===== config.mk =====
export PLATFORM = sky130hd
export DESIGN_NAME = mem_port_arbiter
export DESIGN_NICKNAME = d
export VERILOG_FILES = /design/src/rtl/mem_port_arbiter.sv
export SDC_FILE = /design/constraint.sdc
export NUM_CORES = 1
export LEC_CHECK = 0
export CORE_AREA = 4 4 210 212
export CTS_CLUSTER_SIZE = 30
export DETAILED_ROUTE_END_ITERATION = 10
export DIE_AREA = 0 0 214 216
export REMOVE_ABC_BUFFERS = 1
export SETUP_SLACK_MARGIN = 0.1
export SYNTH_ARGS = -nofsm -noshare
export SYNTH_HDL_FRONTEND = slang
export SYNTH_SLANG_ARGS = --single-unit

===== constraint.sdc =====
create_clock -name clk -period 1.4 [get_ports clk]
set_input_delay 0.35 -clock clk [delete_from_list [all_inputs] [get_ports clk]]
set_output_delay 0.35 -clock clk [all_outputs]
set_load 0.01 [all_outputs]

===== src/rtl/mem_port_arbiter.sv =====
// mem_port_arbiter
//   Shares a single memory port between instruction fetch (IF) and the
//   load/store unit (LSU). One transaction is in flight at a time. LSU has
//   fixed priority; after MAX_WAIT consecutive LSU grants taken while IF was
//   also waiting, the next contended grant goes to IF.
//
// Ports
//   clk, rst                 clock, synchronous active-high reset
//   if_req_*/if_addr         IF read request (valid/ready)
//   if_resp_valid/if_rdata   IF response strobe and data
//   lsu_req_*/lsu_addr/...   LSU load/store request (valid/ready)
//   lsu_resp_valid/rdata     LSU response strobe (load data or store ack)
//   mem_req_*/mem_addr/...   request to memory, fields registered at grant
//   mem_resp_valid/rdata     memory response
//   busy                     a transaction is in flight
//   owner                    0 = IF, 1 = LSU (current or last transaction)
module mem_port_arbiter #(
  parameter int ADDR_W   = 64,
  parameter int DATA_W   = 64,
  parameter int MAX_WAIT = 4
) (
  input  logic                clk,
  input  logic                rst,
  input  logic                if_req_valid,
  output logic                if_req_ready,
  input  logic [ADDR_W-1:0]   if_addr,
  output logic                if_resp_valid,
  output logic [DATA_W-1:0]   if_rdata,
  input  logic                lsu_req_valid,
  output logic                lsu_req_ready,
  input  logic [ADDR_W-1:0]   lsu_addr,
  input  logic                lsu_wen,
  input  logic [DATA_W-1:0]   lsu_wdata,
  input  logic [DATA_W/8-1:0] lsu_wmask,
  output logic                lsu_resp_valid,
  output logic [DATA_W-1:0]   lsu_rdata,
  output logic                mem_req_valid,
  input  logic                mem_req_ready,
  output logic [ADDR_W-1:0]   mem_addr,
  output logic                mem_wen,
  output logic [DATA_W-1:0]   mem_wdata,
  output logic [DATA_W/8-1:0] mem_wmask,
  input  logic                mem_resp_valid,
  input  logic [DATA_W-1:0]   mem_rdata,
  output logic                busy,
  output logic                owner
);

  typedef enum logic [1:0] {IDLE, REQ, RESP} state_t;

  localparam logic [3:0] MAX_W = 4'(MAX_WAIT);

  state_t                state_q, state_d;
  logic                  owner_q, owner_d;
  logic [3:0]            wait_cnt_q, wait_cnt_d;
  logic [ADDR_W-1:0]     mem_addr_q, mem_addr_d;
  logic                  mem_wen_q, mem_wen_d;
  logic [DATA_W-1:0]     mem_wdata_q, mem_wdata_d;
  logic [DATA_W/8-1:0]   mem_wmask_q, mem_wmask_d;

  logic grant_lsu, grant_if;

  // LSU wins unless IF is also waiting and the streak limit has been hit.
  assign grant_lsu = lsu_req_valid && (!if_req_valid || (wait_cnt_q < MAX_W));
  assign grant_if  = if_req_valid && !grant_lsu;

  always_comb begin
    state_d        = state_q;
    owner_d        = owner_q;
    wait_cnt_d     = wait_cnt_q;
    mem_addr_d     = mem_addr_q;
    mem_wen_d      = mem_wen_q;
    mem_wdata_d    = mem_wdata_q;
    mem_wmask_d    = mem_wmask_q;
    if_req_ready   = 1'b0;
    lsu_req_ready  = 1'b0;
    mem_req_valid  = 1'b0;
    if_resp_valid  = 1'b0;
    lsu_resp_valid = 1'b0;

    case (state_q)
      IDLE: begin
        // Readies depend only on requester valids and local state, never
        // on mem_req_ready.
        if (grant_lsu) begin
          lsu_req_ready = 1'b1;
          mem_addr_d    = lsu_addr;
          mem_wen_d     = lsu_wen;
          mem_wdata_d   = lsu_wdata;
          mem_wmask_d   = lsu_wmask;
          owner_d       = 1'b1;
          state_d       = REQ;
          if (if_req_valid && (wait_cnt_q < MAX_W))
            wait_cnt_d = wait_cnt_q + 4'd1;
        end else if (grant_if) begin
          if_req_ready = 1'b1;
          mem_addr_d   = if_addr;
          mem_wen_d    = 1'b0;
          mem_wdata_d  = '0;
          mem_wmask_d  = '0;
          owner_d      = 1'b0;
          wait_cnt_d   = 4'd0;
          state_d      = REQ;
        end
      end
      REQ: begin
        mem_req_valid = 1'b1;
        if (mem_req_ready) state_d = RESP;
      end
      RESP: begin
        if (mem_resp_valid) begin
          if (owner_q) lsu_resp_valid = 1'b1;
          else         if_resp_valid  = 1'b1;
          state_d = IDLE;
        end
      end
      default: state_d = IDLE;
    endcase
  end

  always_ff @(posedge clk) begin
    if (rst) begin
      state_q     <= IDLE;
      owner_q     <= 1'b0;
      wait_cnt_q  <= 4'd0;
      mem_addr_q  <= '0;
      mem_wen_q   <= 1'b0;
      mem_wdata_q <= '0;
      mem_wmask_q <= '0;
    end else begin
      state_q     <= state_d;
      owner_q     <= owner_d;
      wait_cnt_q  <= wait_cnt_d;
      mem_addr_q  <= mem_addr_d;
      mem_wen_q   <= mem_wen_d;
      mem_wdata_q <= mem_wdata_d;
      mem_wmask_q <= mem_wmask_d;
    end
  end

  // Read data passes straight through; consumers qualify with resp_valid.
  assign if_rdata  = mem_rdata;
  assign lsu_rdata = mem_rdata;

  assign mem_addr  = mem_addr_q;
  assign mem_wen   = mem_wen_q;
  assign mem_wdata = mem_wdata_q;
  assign mem_wmask = mem_wmask_q;
  assign busy      = (state_q != IDLE);
  assign owner     = owner_q;

endmodule


==> flow_summary_export.csv <==
group,metric,value,unit
synthesis,netlist_instances,890,
synthesis,syn_area,0.00718,mm²
final_layout,num-nets-final,1428,
worst_setup_path,rr_startpoint,"state_q[1]",
clock_tree,htreeDepth,4,
synthesis,yosysSeqAreaShare,40.2,%
sta,hold_viol_final,0,
floorplanning,rows,75,
synthesis,yosys_register_bits,144,
detailed_routing,drtIter0Drc,761,
pwr,p_leak,0.00501,µW
final_layout,fillCellCount,4325,
global_route,grt_max_degree,75,
synthesis,synth_xor_area_share,0,%
final_layout,multi_input_area,0.00344,mm²
detailed_routing,vias_per_cell,5.03,
worst_setup_path,crit_cells,8,
synthesis,synth_area_leaders,"dfxtp_1 40%, buf_4 13%, a21oi_1 10%",
final_layout,drive_above_1_share,48.2,%
pwr,p_per_area,1090,mW/mm²
sta,relSlewSlack,67.2,%
worst_setup_path,rrSetupSlack,-0.43,ns
final_layout,diodes,0,
clock_tree,numClockSinks,144,
worst_setup_path,crit_buf_inv,5,
worst_setup_path,path_max_fanout,2,
synthesis,avgSynthCellArea,8.07,µm²
synthesis,synth-compound-area-share,27.8,%
sta,clock_skew,0.0108,ns
worst_setup_path,r2r_cells,7,
sta,max_freq,542,MHz
sta,whs,0.273,ns
flow_run,drv_cap,0,
final_layout,layout.area.seq,0.00307,mm²
worst_setup_path,path_class,"in -> reg",
sta,setup_slack,-0.446,ns
clock_tree,cts_buffers,17,
status,run_status,"complete, but fails checks",
sta,finalCritPeriodShare,132,%
detailed_routing,detail_route.wl_per_cell,27.4,µm
synthesis,synth_simple_gate_area_share,12.4,%
clock_tree,cts_tree,"done",
sta,setup_tns,-37.10,ns
sta,period_needed,1.85,ns
min_path,holdPathStages,3,
synthesis,synthAdderAreaFrac,0.174,%
sta,worst_pin_slew,0.491,ns
detailed_routing,drt-total-wl,46800,µm
min_path,hp-class,"in -> reg",
worst_setup_path,slowest_stage,"clkdlybuf4s50_1",
place,gp_congestion,0.815,
synthesis,netlist.area_leader.share,40.2,%
place,dp_hpwl,30000,µm
sta,final_max_slew_viol_count,0,
global_route,antenna_found_initial,1,
global_route,grt_overflow,0,
final_layout,final_cells,1708,
final_layout,stdcell_area,0.0134,mm²
final_layout,mostFrequentLayoutCell,"clkdlybuf4s50_1",
floorplanning,die_area,0.0462,mm²
synthesis,synth_top_family_by_area,"compound AO/OA/AOI/OAI gates",
clock_tree,insertion_delay,0.46,ns
worst_setup_path,cp_cell_sequence,"clkdlybuf4s50_1 > or3b_4 > buf_4 > buf_6 > buf_6 > buf_6 > or4_4 > a21oi_2",
global_route,grt_first_pass_wirelength,63600,µm
place,placed_cell_area,0.0106,mm²
worst_setup_path,cp_common_cell,"buf_6",
min_path,min_to,"mem_wdata[51]",
detailed_routing,vias,8584,
synthesis,synth_mux_area_share,0,%
clock_tree,cts.clk_slew.worst_paths,0.07,ns
clock_tree,cts_hold_buf,0,
sta,setup_viol_count_final,148,
floorplanning,die_h,216,µm
synthesis,ys_warn_count,0,
floorplanning,coreArea,0.0419,mm²
worst_setup_path,critPathCaptureType,"register",
detailed_routing,drt-pass1-iter-count,5,
worst_setup_path,r2r_end,"wait_cnt_q[0]",
place,pre_cts_ws,-0.861,ns
worst_setup_path,critPathMaxStageDelay,0.49,ns
final_layout,area_growth,87.2,%
worst_setup_path,cp_data_required_time,1.79,ns
min_path,hold_start,"lsu_req_valid",
global_route,grt_pass1_vias,8176,
synthesis,yosysUniqueCellTypes,27,
global_route,track_usage,18.9,%
worst_setup_path,crit_family,"buffers and inverters",
worst_setup_path,startpoint_type,"input port",
floorplanning,ios,543,
floorplanning,die_width,214,µm
detailed_routing,drcViolationCount,0,
final_layout,final_cell_mix,"204 x clkdlybuf4s50_1, 136 x buf_6, 126 x dfxtp_2, 108 x o21ai_0, 77 x a21oi_2",
floorplanning,initial_core_util,17.1,%
clock_tree,clk_path_buf_depth,2,
clock_tree,clock-root-buffer,"clkbuf_16",
worst_setup_path,cp.arrival,2.23,ns
place,place_inst,1593,
synthesis,yosys.area.top_type,"dfxtp_1",
status,violations,"setup timing",
pwr,irDropWorstVdd,0.000731,V
detailed_routing,detail-route-antenna-nets,0,
place,io_buffers,350,
sta,rsz0062_at_grt,"yes",
## flip-flops by register name, summed over array words and instances, names as in the netlist
signal	count
mem_addr	64
owner	1
mem_wmask	8
wait_cnt_q	4
mem_wdata	64
state_q	2
mem_wen	1
## kinds of logic after synthesis
group	after synthesis
compound gates	349
flops	144
buf+inv	238
fa+ha+maj	1
simple gates	158
## metal layers
metal	track usage [%]	up-vias	routed length, µm
met1	22.7	4166	18900
li1	-	3711	-
met2	26.5	622	19100
met5	7.50	-	458
met3	13.8	72	7260
met4	4.71	13	981
## worst reg2reg max path, delay by kind of cell, from the launching register on
family / cells / cell delay [ns]
flops: 1 / 0.36
buf+inv: 4 / 0.45
compound gates: 1 / 0.14
simple gates: 2 / 0.81
## final cells by class
class                   instances  share of cell area [%]
clock buffers                  19                    3.37
clock inverters                13                    1.30
inverters                       5                   0.158
multi-input cells             508                    25.6
flip-flops and latches        144                    22.9
well taps                     539                    5.02
repair buffers                480                    41.7
## synth_stat cells, drive strengths merged
| cell type | n |
|---|---|
| a22oi | 1 |
| nand2b | 1 |
| o21ai | 139 |
| dfxtp | 144 |
| and3 | 1 |
| a211oi | 1 |
| nand4 | 75 |
| or4 | 1 |
| or2 | 1 |
| ha | 1 |
| nand3 | 65 |
| a311oi | 64 |
| a21oi | 143 |
| nor2b | 2 |
| nor3b | 1 |
| inv | 5 |
| nand2 | 5 |
| o21a | 1 |
| nor2 | 5 |
| clkbuf | 83 |
| buf | 150 |
| or3b | 1 |
## worst max path at each step
stage,startpoint,to,slack (ns)
6_report,if_req_valid,wait_cnt_q[0],-0.45
5_1_grt,state_q[1],if_req_ready,-0.49
4_1_cts,state_q[1],if_req_ready,-0.46
3_5_place_dp,if_req_valid,if_req_ready,-0.86
3_3_place_gp,if_req_valid,if_req_ready,-0.87
2_1_floorplan,state_q[1],mem_addr[19],-4.67
## repair_timing
item | CTS | global route
buffers inserted | 29 | 27
gates cloned | 26 | 2
gates resized for setup | 960 | 113
pin swaps | 128 | 84
endpoints found under the setup margin | 286 | 225
## stage by stage
| step | util, % | total power (µW) |
|---|---|---|
| floorplan | - | 5720 |
| global placement | 25.2 | 7830 |
| detailed placement | 25.2 | 7860 |
| CTS | 30.2 | 14300 |
| global route | 32.0 | 15200 |
| finish | 32.0 | 14600 |
## where the power goes
group / internal, µW / switching [µW]
clock: 2940 / 2090
combinational: 2750 / 2040
sequential: 4540 / 298
total: 10200 / 4420
(Power assumes the default switching activity.)
